[config.mk]
export PLATFORM = sky130hd
export DESIGN_NAME = ysyx_exu_lsq_flat
export DESIGN_NICKNAME = d
export VERILOG_FILES = /design/src/rtl/ysyx_exu_lsq_if.sv /design/src/rtl/ysyx_exu_lsq.sv /design/src/flat_wrapper.sv
export SDC_FILE = /design/constraint.sdc
export NUM_CORES = 1
export LEC_CHECK = 0
export BUFFER_PORTS_ARGS = -buffer_cell sky130_fd_sc_hd__buf_2
export CORE_UTILIZATION = 30
export CTS_BUF_LIST = sky130_fd_sc_hd__clkbuf_8
export DETAILED_ROUTE_END_ITERATION = 16
export GPL_TIMING_DRIVEN = 0
export PLACE_DENSITY = 0.53
export RECOVER_POWER = 25
export SETUP_SLACK_MARGIN = 0.05
export SLEW_MARGIN = 20
export SYNTH_ARGS = -nofsm -noshare
export SYNTH_HDL_FRONTEND = slang
export SYNTH_SLANG_ARGS = --single-unit
[constraint.sdc]
create_clock -name clk -period 5.7 [get_ports clk]
set_input_delay 0.285 -clock clk [delete_from_list [all_inputs] [get_ports clk]]
set_output_delay 0.285 -clock clk [all_outputs]
set_load 0.03 [all_outputs]
[src/rtl/ysyx_exu_lsq_if.sv]
// Bundle for the execute-stage load/store queue: enqueue, LSU bus, writeback.
// slave = queue side, master = upstream / LSU / writeback side.
interface ysyx_exu_lsq_if #(
  parameter int BIT_W = 32,
  parameter int DEPTH = 4,
  parameter int RD_W  = 4
);
  localparam int CW = $clog2(DEPTH) + 1;

  logic             in_valid;
  logic             in_ready;
  logic             in_ren;
  logic             in_wen;
  logic [2:0]       in_func3;
  logic [RD_W-1:0]  in_rd;
  logic [BIT_W-1:0] in_base;
  logic [BIT_W-1:0] in_imm;
  logic [BIT_W-1:0] in_wdata;
  logic [BIT_W-1:0] in_pc;
  logic             flush;
  logic             lsu_avalid_o;
  logic [BIT_W-1:0] lsu_addr_o;
  logic [BIT_W-1:0] lsu_wdata_o;
  logic             lsu_wen_o;
  logic [2:0]       lsu_func3_o;
  logic [BIT_W-1:0] lsu_rdata;
  logic             lsu_rvalid;
  logic             lsu_wready;
  logic             out_valid;
  logic             out_ready;
  logic [RD_W-1:0]  out_rd;
  logic [BIT_W-1:0] out_rdata;
  logic [BIT_W-1:0] out_addr;
  logic [BIT_W-1:0] out_pc;
  logic [CW-1:0]    count_o;

  modport slave (
    input  in_valid, in_ren, in_wen, in_func3,
    input  in_rd, in_base, in_imm, in_wdata, in_pc,
    input  flush, lsu_rdata, lsu_rvalid, lsu_wready,
    input  out_ready,
    output in_ready, lsu_avalid_o, lsu_addr_o,
    output lsu_wdata_o, lsu_wen_o, lsu_func3_o,
    output out_valid, out_rd, out_rdata, out_addr,
    output out_pc, count_o
  );

  modport master (
    output in_valid, in_ren, in_wen, in_func3,
    output in_rd, in_base, in_imm, in_wdata, in_pc,
    output flush, lsu_rdata, lsu_rvalid, lsu_wready,
    output out_ready,
    input  in_ready, lsu_avalid_o, lsu_addr_o,
    input  lsu_wdata_o, lsu_wen_o, lsu_func3_o,
    input  out_valid, out_rd, out_rdata, out_addr,
    input  out_pc, count_o
  );
endinterface

[src/rtl/ysyx_exu_lsq.sv]
// In-order load/store queue: enqueue, one-at-a-time LSU issue, in-order retire.
// Ports: clk, rst (sync, active-high), bus (ysyx_exu_lsq_if.slave).
// Macro YSYX_LSQ_FWD_EN enables word store-to-load forwarding.
module ysyx_exu_lsq #(
  parameter int BIT_W = 32,
  parameter int DEPTH = 4,
  parameter int RD_W  = 4
) (
  input logic           clk,
  input logic           rst,
  ysyx_exu_lsq_if.slave bus
);
  localparam int PW = $clog2(DEPTH);
  localparam int CW = PW + 1;
  localparam logic [PW-1:0] P_ONE = 1;

  typedef enum logic [1:0] {
    E_FREE, E_WAIT, E_BUSY, E_DONE
  } ent_e;
  typedef enum logic [1:0] {
    S_IDLE, S_REQ, S_DRAIN
  } fsm_e;

  ent_e             r_st    [DEPTH];
  logic             r_wen   [DEPTH];
  logic [2:0]       r_f3    [DEPTH];
  logic [RD_W-1:0]  r_rd    [DEPTH];
  logic [BIT_W-1:0] r_addr  [DEPTH];
  logic [BIT_W-1:0] r_wdata [DEPTH];
  logic [BIT_W-1:0] r_pc    [DEPTH];
  logic [BIT_W-1:0] r_rdata [DEPTH];
  logic [PW-1:0]    r_head;
  logic [PW-1:0]    r_issue;
  logic [PW-1:0]    r_tail;
  logic [CW-1:0]    r_count;
  fsm_e             r_fsm;
  logic             r_avalid;
  logic             r_bwen;
  logic [2:0]       r_bf3;
  logic [BIT_W-1:0] r_baddr;
  logic [BIT_W-1:0] r_bwdata;

  logic             w_enq;
  logic             w_deq;
  logic             w_outv;
  logic             w_done;
  logic             w_in_st;
  logic             w_hit_wait;
  logic             w_cand;
  logic             w_c_wen;
  logic [2:0]       w_c_f3;
  logic [BIT_W-1:0] w_c_addr;
  logic [BIT_W-1:0] w_c_wdata;
  logic [BIT_W-1:0] w_in_addr;
  logic             w_fwd;
  logic [BIT_W-1:0] w_fwd_data;

  function automatic logic [BIT_W-1:0] ext(
    input logic [2:0]       f,
    input logic [BIT_W-1:0] d
  );
    case (f)
      3'd0:    return {{(BIT_W-8){d[7]}}, d[7:0]};
      3'd1:    return {{(BIT_W-16){d[15]}}, d[15:0]};
      3'd4:    return {{(BIT_W-8){1'b0}}, d[7:0]};
      3'd5:    return {{(BIT_W-16){1'b0}}, d[15:0]};
      default: return d;
    endcase
  endfunction

  assign w_in_addr = bus.in_base + bus.in_imm;
  assign w_in_st   = bus.in_wen & ~bus.in_ren;
  assign bus.in_ready = (r_count < CW'(DEPTH)) & ~bus.flush;
  assign w_enq  = bus.in_valid & bus.in_ready;
  assign w_outv = r_st[r_head] == E_DONE;
  assign w_deq  = w_outv & bus.out_ready & ~bus.flush;
  assign w_done = r_bwen ? bus.lsu_wready : bus.lsu_rvalid;

  // An op written into an empty issue slot is issued straight from the
  // enqueue inputs, so the request appears the cycle after enqueue.
  assign w_hit_wait = r_st[r_issue] == E_WAIT;
  assign w_cand = w_hit_wait
                | (w_enq & (r_tail == r_issue)
                   & (r_st[r_issue] == E_FREE));
  assign w_c_wen   = w_hit_wait ? r_wen[r_issue]   : w_in_st;
  assign w_c_f3    = w_hit_wait ? r_f3[r_issue]    : bus.in_func3;
  assign w_c_addr  = w_hit_wait ? r_addr[r_issue]  : w_in_addr;
  assign w_c_wdata = w_hit_wait ? r_wdata[r_issue] : bus.in_wdata;

`ifdef YSYX_LSQ_FWD_EN
  logic [PW-1:0] w_k;
  logic [PW-1:0] w_older;

  // Scan older entries oldest to youngest; the youngest store touching
  // the same word decides. Only an exact word-to-word match forwards.
  always_comb begin
    w_fwd      = 1'b0;
    w_fwd_data = '0;
    w_k        = '0;
    w_older    = r_issue - r_head;
    for (int i = 0; i < DEPTH; i++) begin
      w_k = r_head + PW'(i);
      if ((PW'(i) < w_older) && (r_st[w_k] != E_FREE)
          && r_wen[w_k]
          && (r_addr[w_k][BIT_W-1:2] == w_c_addr[BIT_W-1:2])) begin
        w_fwd      = (r_f3[w_k] == 3'd2)
                   && (r_addr[w_k] == w_c_addr);
        w_fwd_data = r_wdata[w_k];
      end
    end
    w_fwd = w_fwd & ~w_c_wen & (w_c_f3 == 3'd2);
  end
`else
  assign w_fwd      = 1'b0;
  assign w_fwd_data = '0;
`endif

  always_ff @(posedge clk) begin
    if (rst) begin
      for (int i = 0; i < DEPTH; i++) r_st[i] <= E_FREE;
      r_head   <= '0;
      r_issue  <= '0;
      r_tail   <= '0;
      r_count  <= '0;
      r_fsm    <= S_IDLE;
      r_avalid <= 1'b0;
      r_bwen   <= 1'b0;
      r_bf3    <= '0;
      r_baddr  <= '0;
      r_bwdata <= '0;
    end else if (bus.flush) begin
      for (int i = 0; i < DEPTH; i++) r_st[i] <= E_FREE;
      r_head  <= '0;
      r_issue <= '0;
      r_tail  <= '0;
      r_count <= '0;
      // The in-flight bus access must still be seen to completion.
      if (r_fsm != S_IDLE) begin
        if (w_done) begin
          r_fsm    <= S_IDLE;
          r_avalid <= 1'b0;
        end else begin
          r_fsm <= S_DRAIN;
        end
      end
    end else begin
      if (w_enq) begin
        r_st[r_tail]    <= E_WAIT;
        r_wen[r_tail]   <= w_in_st;
        r_f3[r_tail]    <= bus.in_func3;
        r_rd[r_tail]    <= bus.in_rd;
        r_addr[r_tail]  <= w_in_addr;
        r_wdata[r_tail] <= bus.in_wdata;
        r_pc[r_tail]    <= bus.in_pc;
        r_tail          <= r_tail + P_ONE;
      end
      if (w_deq) begin
        r_st[r_head] <= E_FREE;
        r_head       <= r_head + P_ONE;
      end
      r_count <= r_count + CW'(w_enq) - CW'(w_deq);
      case (r_fsm)
        S_IDLE: begin
          if (w_cand && w_fwd) begin
            r_st[r_issue]    <= E_DONE;
            r_rdata[r_issue] <= w_fwd_data;
            r_issue          <= r_issue + P_ONE;
          end else if (w_cand) begin
            r_st[r_issue] <= E_BUSY;
            r_fsm    <= S_REQ;
            r_avalid <= 1'b1;
            r_bwen   <= w_c_wen;
            r_bf3    <= w_c_f3;
            r_baddr  <= w_c_addr;
            r_bwdata <= w_c_wdata;
          end
        end
        S_REQ: begin
          if (w_done) begin
            r_st[r_issue]    <= E_DONE;
            r_rdata[r_issue] <= r_bwen ? '0
                              : ext(r_bf3, bus.lsu_rdata);
            r_issue  <= r_issue + P_ONE;
            r_fsm    <= S_IDLE;
            r_avalid <= 1'b0;
          end
        end
        S_DRAIN: begin
          if (w_done) begin
            r_fsm    <= S_IDLE;
            r_avalid <= 1'b0;
          end
        end
        default: r_fsm <= S_IDLE;
      endcase
    end
  end

  assign bus.lsu_avalid_o = r_avalid;
  assign bus.lsu_addr_o   = r_baddr;
  assign bus.lsu_wdata_o  = r_bwdata;
  assign bus.lsu_wen_o    = r_bwen;
  assign bus.lsu_func3_o  = r_bf3;
  assign bus.out_valid = w_outv;
  assign bus.out_rd    = (w_outv & ~r_wen[r_head])
                       ? r_rd[r_head] : '0;
  assign bus.out_rdata = (w_outv & ~r_wen[r_head])
                       ? r_rdata[r_head] : '0;
  assign bus.out_addr  = w_outv ? r_addr[r_head] : '0;
  assign bus.out_pc    = w_outv ? r_pc[r_head] : '0;
  assign bus.count_o   = r_count;
endmodule
[src/flat_wrapper.sv]
// flat-port wrapper written by rule: the top's interface ports become plain ports
module ysyx_exu_lsq_flat 
#(
  parameter int BIT_W = 32,
  parameter int DEPTH = 4,
  parameter int RD_W  = 4
)
  (clk, rst, bus_in_valid, bus_in_ren, bus_in_wen, bus_in_func3, bus_in_rd, bus_in_base, bus_in_imm, bus_in_wdata, bus_in_pc, bus_flush, bus_lsu_rdata, bus_lsu_rvalid, bus_lsu_wready, bus_out_ready, bus_in_ready, bus_lsu_avalid_o, bus_lsu_addr_o, bus_lsu_wdata_o, bus_lsu_wen_o, bus_lsu_func3_o, bus_out_valid, bus_out_rd, bus_out_rdata, bus_out_addr, bus_out_pc, bus_count_o);
  ysyx_exu_lsq_if #(.BIT_W(BIT_W), .DEPTH(DEPTH), .RD_W(RD_W)) bus_i ();
  input logic clk;
  input logic rst;
  input wire logic [$bits(bus_i.in_valid)-1:0] bus_in_valid;
  input wire logic [$bits(bus_i.in_ren)-1:0] bus_in_ren;
  input wire logic [$bits(bus_i.in_wen)-1:0] bus_in_wen;
  input wire logic [$bits(bus_i.in_func3)-1:0] bus_in_func3;
  input wire logic [$bits(bus_i.in_rd)-1:0] bus_in_rd;
  input wire logic [$bits(bus_i.in_base)-1:0] bus_in_base;
  input wire logic [$bits(bus_i.in_imm)-1:0] bus_in_imm;
  input wire logic [$bits(bus_i.in_wdata)-1:0] bus_in_wdata;
  input wire logic [$bits(bus_i.in_pc)-1:0] bus_in_pc;
  input wire logic [$bits(bus_i.flush)-1:0] bus_flush;
  input wire logic [$bits(bus_i.lsu_rdata)-1:0] bus_lsu_rdata;
  input wire logic [$bits(bus_i.lsu_rvalid)-1:0] bus_lsu_rvalid;
  input wire logic [$bits(bus_i.lsu_wready)-1:0] bus_lsu_wready;
  input wire logic [$bits(bus_i.out_ready)-1:0] bus_out_ready;
  output wire logic [$bits(bus_i.in_ready)-1:0] bus_in_ready;
  output wire logic [$bits(bus_i.lsu_avalid_o)-1:0] bus_lsu_avalid_o;
  output wire logic [$bits(bus_i.lsu_addr_o)-1:0] bus_lsu_addr_o;
  output wire logic [$bits(bus_i.lsu_wdata_o)-1:0] bus_lsu_wdata_o;
  output wire logic [$bits(bus_i.lsu_wen_o)-1:0] bus_lsu_wen_o;
  output wire logic [$bits(bus_i.lsu_func3_o)-1:0] bus_lsu_func3_o;
  output wire logic [$bits(bus_i.out_valid)-1:0] bus_out_valid;
  output wire logic [$bits(bus_i.out_rd)-1:0] bus_out_rd;
  output wire logic [$bits(bus_i.out_rdata)-1:0] bus_out_rdata;
  output wire logic [$bits(bus_i.out_addr)-1:0] bus_out_addr;
  output wire logic [$bits(bus_i.out_pc)-1:0] bus_out_pc;
  output wire logic [$bits(bus_i.count_o)-1:0] bus_count_o;
  assign bus_i.in_valid = bus_in_valid;
  assign bus_i.in_ren = bus_in_ren;
  assign bus_i.in_wen = bus_in_wen;
  assign bus_i.in_func3 = bus_in_func3;
  assign bus_i.in_rd = bus_in_rd;
  assign bus_i.in_base = bus_in_base;
  assign bus_i.in_imm = bus_in_imm;
  assign bus_i.in_wdata = bus_in_wdata;
  assign bus_i.in_pc = bus_in_pc;
  assign bus_i.flush = bus_flush;
  assign bus_i.lsu_rdata = bus_lsu_rdata;
  assign bus_i.lsu_rvalid = bus_lsu_rvalid;
  assign bus_i.lsu_wready = bus_lsu_wready;
  assign bus_i.out_ready = bus_out_ready;
  assign bus_in_ready = bus_i.in_ready;
  assign bus_lsu_avalid_o = bus_i.lsu_avalid_o;
  assign bus_lsu_addr_o = bus_i.lsu_addr_o;
  assign bus_lsu_wdata_o = bus_i.lsu_wdata_o;
  assign bus_lsu_wen_o = bus_i.lsu_wen_o;
  assign bus_lsu_func3_o = bus_i.lsu_func3_o;
  assign bus_out_valid = bus_i.out_valid;
  assign bus_out_rd = bus_i.out_rd;
  assign bus_out_rdata = bus_i.out_rdata;
  assign bus_out_addr = bus_i.out_addr;
  assign bus_out_pc = bus_i.out_pc;
  assign bus_count_o = bus_i.count_o;
  ysyx_exu_lsq #(.BIT_W(BIT_W), .DEPTH(DEPTH), .RD_W(RD_W)) u_core (.clk(clk), .rst(rst), .bus(bus_i));
endmodule
## Word-level counts from Yosys, hierarchy flattened

Memory sizes are Yosys's and may differ from the RTL's. A register that Yosys moved wholly into a read port is not among the register bits.
Index checks and enable logic that the tools add are counted.
W data, S select, Z words.

| word-level totals | value |
|---|---|
| flip-flop bits (word level) | 80 |
| bits in writable memories | 552 |
| input bits | 176 |
| logic and storage cells | 152 |
| memories kept | 8 |

Memory list:

| name | depth | bits a word | read ports | clocked after Yosys merged registers in | wr ports | line | text |
|---|---|---|---|---|---|---|---|
| u_core.r_addr | 4 | 32 | 2 | 2 | 1 | ysyx_exu_lsq.sv:28 | `logic [BIT_W-1:0] r_addr [DEPTH];` |
| u_core.r_pc | 4 | 32 | 1 | 1 | 1 | ysyx_exu_lsq.sv:30 | `logic [BIT_W-1:0] r_pc [DEPTH];` |
| u_core.r_rdata | 4 | 32 | 1 | 1 | 1 | ysyx_exu_lsq.sv:31 | `logic [BIT_W-1:0] r_rdata [DEPTH];` |
| u_core.r_wdata | 4 | 32 | 1 | 1 | 1 | ysyx_exu_lsq.sv:29 | `logic [BIT_W-1:0] r_wdata [DEPTH];` |
| u_core.r_rd | 4 | 4 | 1 | 1 | 1 | ysyx_exu_lsq.sv:27 | `logic [RD_W-1:0] r_rd [DEPTH];` |
| u_core.r_f3 | 4 | 3 | 1 | 1 | 1 | ysyx_exu_lsq.sv:26 | `logic [2:0] r_f3 [DEPTH];` |
| +2 memories | n/a | n/a | n/a | n/a | n/a | n/a |  |

| operators by class | value |
|---|---|
| $add $sub $neg | 6 |
| magnitude comparators | 1 |
| equal/unequal tests | 11 |
| mux-type cells | 85 |
| bitwise logic cells | 17 |
| reduce and logical (&&, ||, !) cells | 14 |

Operators with widths:

| kind | count |
|---|---|
| $mux W32 | 10 |
| $pmux W32 S4 | 1 |
| $mux W2 | 38 |
| $add A32 B32 Y32 | 1 |
| $mux W1 | 32 |
| $reduce_or A2 Y1 | 5 |
| $reduce_and A3 Y1 | 3 |
| $and A1 B1 Y1 | 8 |
| $add A2 B1 Y2 const B | 3 |
| $eq A3 B3 Y1 const B | 2 |
| $or A1 B1 Y1 | 6 |
| $eq A2 B1 Y1 const B | 2 |
| $eq A2 B2 Y1 const B | 2 |
| $logic_not A2 Y1 | 2 |
| $mux W4 | 1 |
| $pmux W2 S2 | 1 |
| $add A3 B1 Y3 | 1 |
| $eq A3 B1 Y1 const B | 1 |
| $logic_not A3 Y1 | 1 |
| $lt A3 B3 Y1 const B | 1 |
| $mux W3 | 1 |
| $ne A3 B1 Y1 const B | 1 |
| $ne A3 B2 Y1 const B | 1 |
| $not A1 Y1 | 3 |
| other kinds (7) | 7 |

## Depth between registers and ports, before layout

Gate-level depths: netlist of run 1.

| logic depth | value |
|---|---|
| depth in word-level cells | 14 |
| depth in mapped cells | 14 |

## Least setup slack after synthesis of run 1

Ideal clock, no wire load.

| timing | value |
|---|---|
| kind | register to register |
| start | register u_core.r_count[2], in the netlist u_core.bus.count_o[2] |
| end | memory u_core.r_st[0][0] (netlist bit), enable pin |
| setup time | 0.304 ns |
| data arrival time | 4.296 ns |
| data required time | 5.396 ns |
| setup slack | 1.100 ns |
| cell stages (with the launch flop) | 7 |
| period minus slack after synthesis | 4.600 ns |
| path through | dfxtp_1 nor2_1 and2_1 clkbuf_1 and3_1 nor3_1 nand2_1 |

RTL lines:

| what | line | text |
|---|---|---|
| start, declared | ysyx_exu_lsq.sv:35 | `logic [CW-1:0] r_count;` |
| start signal, assigned | ysyx_exu_lsq.sv:161 | `r_count <= r_count + CW'(w_enq) - CW'(w_deq);` |
| end, declared | ysyx_exu_lsq.sv:24 | `ent_e r_st [DEPTH];` |

==> impl_metrics.py, run 1 <==
metrics = {
    "setup_path": {
        "endpoint_kind": "output port",
        "critPathKind": "register to output port",
        "ff2ff_path_depth": 13,
        "worstReg2RegEnd": "u_core.bus.count_o[2]$_SDFF_PP0_",
        "critPathLaunchType": "register",
        "required_ns": 5.41,
        "crit_arrival_ns": 4.10,
        "worstSetupEndpoint": "bus_out_addr[20]",
        "regToRegSetupSlack_ns": 2.28,
        "cp_max_fo": 10,
    },
    "finish": {
        "post-route-util_pct": 37.8,
        "nets": 2507,
        "drive_gt1_share_pct": 25.5,
        "syn2layout_area_growth_pct": 24.7,
    },
    "logic_synthesis": {
        "synth_edf_count": 548,
        "synth_xor_area_share_pct": 1.16,
        "synth.mux.area_fraction_pct": 14.4,
        "synthCells": 1704,
        "ys_seq_area_share_pct": 66.8,
        "yosysTopAreaCell": "edfxtp_1",
        "async_flop_share_pct": 0,
        "synth_common_cells": "edfxtp_1, mux4_2, nand2_1",
        "synth_ff_type": "edfxtp_1",
        "netlist.area_leader.share_pct": 60.4,
        "syn-num-nets": 1929,
        "ys_seq_elements": 636,
        "ys.warnings.count": 0,
        "ys_types": 55,
        "syn_avg_cell_area_um2": 16.0,
        "synth_top_family_by_area": "multiplexers",
        "synth-simple-area-share_pct": 7.70,
        "synthMostInstantiatedCell": "edfxtp_1",
        "synthAdderAreaFrac_pct": 2.30,
        "ys_top_cells_by_area": "edfxtp_1, mux4_2, dfxtp_1",
        "syn-cell-area_um2": 27300,
        "synth_compound_gate_area_share_pct": 5.66,
    },
    "die": {
        "start_util_pct": 30.3,
        "fp-row-count": 110,
        "die-width_um": 303,
        "ioPinCount": 350,
        "die_area_um2": 92100,
        "die_h_um": 303,
        "core-area_um2": 90000,
    },
    "clock_tree": {
        "cts-resized-gates": 0,
        "cts_tree": "built",
        "clock_path_buffers": 3,
        "cts_root_buf": "clkbuf_8",
        "post-cts-setup-buffers": 0,
        "numCtsBuffers": 105,
        "clock_sinks": 636,
        "cts_max_level": 3,
        "worstSkewPairLatency_ns": 0.71,
        "path_clk_slew_ns": 0.06,
    },
    "min_path": {
        "hp-class": "primary input to register",
    },
    "run_status": {
        "status": "finished, final reports clean",
    },
    "detailed_routing": {
        "drtAntennaViolNets": 0,
        "drtPass1Iterations": 5,
        "via_count": 17311,
        "drc_errors": 0,
        "drtIter0Drc": 1088,
        "avgRoutedWirePerCell_um": 22.2,
        "via_per_inst": 4.87,
        "routed_wl_mm": 78.9,
    },
    "place": {
        "post-dp-hpwl_mm": 53.8,
        "numPortBuffers": 347,
        "gp_congestion": 0.795,
    },
    "power_and_ir_drop": {
        "switching_share_pct": 26.1,
        "power_density_nw_per_um2": 318,
        "leakage_uw": 0.0118,
        "total_power_uw": 10800,
        "p_int_uw": 7980,
        "seqPwrFrac_pct": 49.5,
        "pwr-share-clk_pct": 38.3,
        "ir_drop_mv": 0.148,
        "p_sw_uw": 2820,
        "combPwrFrac_pct": 12.2,
    },
    "grt": {
        "antenna_found_initial": 12,
        "gr-usage-all-layers_pct": 17.0,
        "grt_pass1_wl_mm": 114,
        "grt_max_degree": 42,
        "grt_pass1_vias": 17999,
        "grt.overflow.total": 0,
    },
    "sta": {
        "maxSlewHeadroom_pct": 26.2,
        "max_freq_mhz": 228,
        "skew_ns": 0.0253,
        "whs_ns": 0.0566,
        "setup_tns_ns": 0,
        "final_max_slew_viol_count": 0,
        "tightestPinTransition_ns": 1.11,
        "min_period_ns": 4.38,
        "finalHoldViolCount": 0,
        "finalSetupViolCount": 0,
        "rsz0062_at_grt": "no",
        "finalCritPeriodShare_pct": 76.9,
    },
    "run": {
        "cap_violations": 0,
    },
}
cells by family (layout without fill, tap and decap cells):
group,count (synthesis),count (layout)
AND/OR/NAND/NOR,441,441
other,0,5
flip-flops,636,636
adder cells (fa/ha/maj),49,49
AO/OA/AOI/OAI,227,227
XOR/XNOR,36,36
buffers and inverters,138,807
multiplexers,177,177
metrics by stage:
| step | cells | area, um2 | setup slack (ns) |
|---|---|---|---|
| detailed placement | 3240 | 30800 | 1.96 |
| finish | 3554 | 34000 | 1.32 |
| floorplan | 1704 | 27300 | 1.10 |
| CTS | 3549 | 34100 | 1.08 |
| global route | 3553 | 34000 | 0.993 |
| global placement | 3227 | 30500 | -1.71 |
routing by layer:
layer | global-route usage, % | share of wire (%)
met5 | 0 | 0.12
met2 | 28.8 | 50
met4 | 6.18 | 2.6
met3 | 3.75 | 6.4
met1 | 21.3 | 41
critical path, stage by stage, from the launching register on:
cell	delay, ns
dfxtp_1	0.31
clkbuf_1	0.28
clkbuf_1	0.83
clkbuf_1	0.89
mux4_2	0.70
and2_1	0.19
buf_2	0.17
state kept, by name, indices dropped and copies added, names as in the netlist, 3 cells and up, named ones only:
signal,flops
u_core.r_addr,128
u_core.r_pc,128
u_core.r_rdata,128
u_core.r_wdata,128
u_core.bus.lsu_addr_o,32
u_core.bus.lsu_wdata_o,32
u_core.r_rd,16
u_core.r_f3,12
u_core.r_st,8
u_core.r_wen,4
u_core.bus.count_o,3
u_core.bus.lsu_func3_o,3
cell usage in the layout, fill, tap and decap left out, types with 9 or more instances in the layout:
cell / Yosys / layout
edfxtp_1: 548 / 548
buf_2: 21 / 252
clkbuf_1: 76 / 190
mux4_2: 171 / 171
nand2_1: 158 / 158
clkbuf_8: 0 / 119
dlygate4sd3_1: 0 / 111
nor2_1: 95 / 95
dfxtp_1: 88 / 88
a21oi_1: 72 / 72
and2_1: 74 / 69
inv_1: 36 / 62
a311oi_1: 49 / 49
nor2b_1: 48 / 48
ha_1: 47 / 47
o21ai_0: 34 / 34
xnor2_1: 27 / 27
clkinv_1: 0 / 26
nor3_1: 24 / 24
a21o_1: 21 / 21
clkinv_2: 0 / 14
buf_16: 0 / 11
nand3_1: 9 / 9
xor2_1: 9 / 9
nand2b_1: 9 / 9
worst min path at each step:
stage | endpoint | slack, ns | cells after the start | from
6_report | u_core.r_rdata[1][19]$_DFFE_PP_ | 0.06 | 3 | bus_lsu_rdata[19]
5_1_grt | u_core.r_wen[0]$_DFFE_PP_ | 0.07 | 2 | bus_in_wen
4_1_cts | u_core.r_wen[0]$_DFFE_PP_ | 0.01 | 2 | bus_in_wen
3_5_place_dp | u_core.r_st[2][1]$_SDFFE_PP1P_ | 0.46 | 2 | u_core.r_st[2][1]$_SDFFE_PP1P_
3_3_place_gp | u_core.r_st[2][1]$_SDFFE_PP1P_ | 0.45 | 2 | u_core.r_st[2][1]$_SDFFE_PP1P_
2_1_floorplan | u_core.r_f3[0][0]$_DFFE_PP_ | 0.38 | 0 | bus_in_func3[0]
power by group through the flow:
stage | logic, uW | clock network [uW] | registers [uW]
after floorplan | 650 | 0 | 5550
after global placement | 1250 | 0 | 5440
after detailed placement | 1280 | 0 | 5430
after CTS | 1350 | 4280 | 5340
after global routing | 1440 | 4450 | 5350
final | 1320 | 4140 | 5340
area by class of cell:
| class | instances | area (um2) |
|---|---|---|
| Fill cell | 8665 | 56000 |
| Sequential cell | 636 | 18200 |
| Multi-Input combinational cell | 930 | 8520 |
| Timing Repair Buffer | 471 | 3050 |
| Clock buffer | 119 | 1640 |
| Tap cell | 1176 | 1470 |
| Clock inverter | 79 | 547 |
| Buffer | 102 | 412 |
| Inverter | 36 | 135 |
| Antenna cell | 5 | 12.5 |
repair_timing:
action	4_1_cts	5_1_grt
endpoints found under the hold margin	468	0
hold buffers	111	0
setup endpoints to repair	0	0
No activity file was read; power rests on OpenSTA's default activity.
==> run 2, diff against run 1 <==
--- a/config.mk
+++ b/config.mk
@@ -5,12 +5,13 @@
 export SDC_FILE = /design/constraint.sdc
 export NUM_CORES = 1
 export LEC_CHECK = 0
+export ABC_AREA = 1
 export BUFFER_PORTS_ARGS = -buffer_cell sky130_fd_sc_hd__buf_2
 export CORE_UTILIZATION = 30
 export CTS_BUF_LIST = sky130_fd_sc_hd__clkbuf_8
 export DETAILED_ROUTE_END_ITERATION = 16
 export GPL_TIMING_DRIVEN = 0
-export PLACE_DENSITY = 0.53
+export PLACE_DENSITY = 0.54
 export RECOVER_POWER = 25
 export SETUP_SLACK_MARGIN = 0.05
 export SLEW_MARGIN = 20
==> constraint.sdc (replaced) <==
create_clock -name clk -period 3.9 [get_ports clk]
set_input_delay 0.195 -clock clk [delete_from_list [all_inputs] [get_ports clk]]
set_output_delay 0.195 -clock clk [all_outputs]
set_load 0.03 [all_outputs]
==> impl_metrics.py, run 2 <==
metrics = {
    "clock_tree": {
        "cts_max_level": 3,
        "clock_sinks": 636,
        "numCtsBuffers": 107,
        "clock_path_buffers": 3,
        "worstSkewPairLatency_ns": 0.76,
        "cts_tree": "built",
        "cts_root_buf": "clkbuf_8",
        "post-cts-setup-buffers": 0,
        "path_clk_slew_ns": 0.06,
    },
    "min_path": {
        "worstHoldPathCells": 5,
        "hp-class": "primary input to register",
    },
    "setup_path": {
        "worst_path_largest_cell_delay_ns": 0.59,
        "cp_cell_sequence": "buf_2, inv_2, clkbuf_2, clkbuf_1, o21ai_0, a21oi_1, buf_2",
        "cp_max_fo": 10,
        "critPathLaunchType": "register",
        "slowest_stage": "clkbuf_1",
        "required_ns": 3.70,
        "critPathKind": "register to output port",
        "ff2ff_path_depth": 9,
        "cp_common_cell": "buf_2",
        "endpoint_kind": "output port",
        "crit_arrival_ns": 3.40,
    },
    "detailed_routing": {
        "avgRoutedWirePerCell_um": 20.1,
        "routed_wl_mm": 100,
        "via_per_inst": 4.76,
        "drc_errors": 0,
        "drtAntennaViolNets": 0,
        "drtIter0Drc": 1691,
        "drtPass1Iterations": 7,
        "via_count": 23671,
    },
    "finish": {
        "syn2layout_area_growth_pct": 24.2,
        "post-route-util_pct": 37.7,
        "nets": 3835,
        "layout_commonest_cell": "edfxtp_1",
        "final_cell_mix": "edfxtp_1, nand2_1, nor2_1",
        "drive_gt1_share_pct": 12.7,
    },
    "power_and_ir_drop": {
        "combPwrFrac_pct": 13.4,
        "ir_drop_mv": 0.285,
        "p_int_uw": 11400,
        "total_power_uw": 15800,
        "leakage_uw": 0.0143,
        "p_sw_uw": 4410,
        "seqPwrFrac_pct": 49.0,
        "switching_share_pct": 27.9,
        "pwr-share-clk_pct": 37.6,
        "power_density_nw_per_um2": 440,
    },
    "logic_synthesis": {
        "synth_ff_type": "edfxtp_1",
        "syn-cell-area_um2": 29000,
        "ys_types": 39,
        "syn-num-nets": 3230,
        "synthMostInstantiatedCell": "edfxtp_1",
        "ys_seq_elements": 636,
        "syn_avg_cell_area_um2": 9.64,
        "synth_edf_count": 548,
        "ys_top_cells_by_area": "edfxtp_1, nand2_1, nor2_1",
        "netlist.area_leader.share_pct": 56.8,
        "synthCells": 3005,
        "yosysTopAreaCell": "edfxtp_1",
        "ys.warnings.count": 0,
        "synth_common_cells": "edfxtp_1, nand2_1, nor2_1",
        "async_flop_share_pct": 0,
        "ys_seq_area_share_pct": 62.9,
    },
    "sta": {
        "min_period_ns": 3.60,
        "skew_ns": 0.0449,
        "finalHoldViolCount": 0,
        "max_freq_mhz": 278,
        "whs_ns": 0.0525,
        "final.setup.worst_slack_ns": 0.305,
        "setup_tns_ns": 0,
        "maxSlewHeadroom_pct": 35.6,
        "final_max_slew_viol_count": 0,
        "finalSetupViolCount": 0,
        "rsz0062_at_grt": "no",
        "tightestPinTransition_ns": 0.963,
        "finalCritPeriodShare_pct": 92.2,
    },
    "die": {
        "die_h_um": 313,
        "start_util_pct": 30.4,
        "fp-row-count": 113,
        "core-area_um2": 95300,
        "die-width_um": 313,
        "ioPinCount": 350,
        "die_area_um2": 97800,
    },
    "grt": {
        "grt.overflow.total": 0,
        "grt_pass1_vias": 22829,
        "grt_max_degree": 72,
        "gr-usage-all-layers_pct": 20.0,
        "grt_pass1_wl_mm": 146,
        "antenna_found_initial": 3,
    },
    "run": {
        "cap_violations": 0,
    },
    "place": {
        "preCtsSetupSlack_ns": 0.662,
        "gp_congestion": 0.854,
        "numPortBuffers": 347,
        "post-dp-hpwl_mm": 68.2,
    },
    "run_status": {
        "status": "finished, final reports clean",
    },
}
[run 2: changes by cell type after synthesis, sizes merged, moves of 171 or more]
cell / previous run / this run
nor2: 95 / 523
nand2: 158 / 541
o21ai: 34 / 369
a21oi: 73 / 292
inv: 36 / 229
mux4: 171 / 0
[run 2: kinds of logic (layout without fill, tap and decap cells)]
group | after synthesis | count (layout) | share of synthesized area [%]
other | 0 | 3 | 0
AND/OR/NAND/NOR | 1196 | 1196 | 16.4
flip-flops | 636 | 636 | 62.9
XOR/XNOR | 19 | 19 | 0.575
adder cells (fa/ha/maj) | 49 | 49 | 2.17
AO/OA/AOI/OAI | 706 | 706 | 12.5
buffers and inverters | 399 | 1096 | 5.50
[run 2: worst paths after layout]
check,end,start,slack [ns]
setup / recovery,bus_out_addr[8],register,0.30
hold / removal,u_core.bus.lsu_addr_o[22]$_SDFFE_PP0P_,bus_in_base[22],0.05
setup reg to reg,u_core.r_rdata[1][26]$_DFFE_PP_,u_core.bus.lsu_wen_o$_SDFFE_PP0P_,0.99
hold reg to reg,u_core.bus.lsu_wdata_o[13]$_SDFFE_PP0P_,u_core.bus.lsu_wdata_o[13]$_SDFFE_PP0P_,0.46
[run 2: per-stage QoR]
stage / cells / area, um2
after floorplan: 3005 / 29000
after global placement: 4617 / 32300
after detailed placement: 4625 / 32500
after CTS: 4967 / 36100
after global routing: 4969 / 36000
final: 4970 / 36000
[run 2: area by class of cell]
cell class / count / area, um2
diodes: 3 / 7.51
plain buffers: 168 / 736
clock buffers: 122 / 1680
clock inverters: 79 / 477
fillers: 9742 / 59300
inverters: 231 / 900
multi-input cells: 1970 / 9150
flip-flops and latches: 636 / 18200
well taps: 1265 / 1580
repair buffers: 496 / 3220
[run 2: worst max-delay path: cells and delay by family, from the launching register on]
family,cells,cell delay [ns]
flip-flops,1,0.30
buffers and inverters,5,1.67
AO/OA/AOI/OAI,2,0.67
[run 2: routing by layer]
layer | global-route usage (%) | up-vias | routed length [um]
met3 | 3.29 | 147 | 6570
met4 | 6.98 | 2 | 2710
met5 | 0 | - | 13
met2 | 33.5 | 829 | 47600
met1 | 26.1 | 11239 | 43100
li1 | - | 11454 | -
[run 2: repair_timing]
action	4_1_cts	5_1_grt
hold buffers	141	0
resized for setup	3	11
endpoints found under the setup margin	23	3
endpoints found under the hold margin	490	0
pin swaps	0	0
[run 2: power groups by stage]
| stage | Clock [uW] | Combinational (uW) | Sequential (uW) |
|---|---|---|---|
| finish | 5950 | 2120 | 7750 |
| global route | 6370 | 2330 | 7760 |
| global placement | 0 | 1980 | 7900 |
| floorplan | 0 | 1070 | 8020 |
| CTS | 6080 | 2140 | 7750 |
| detailed placement | 0 | 2000 | 7890 |
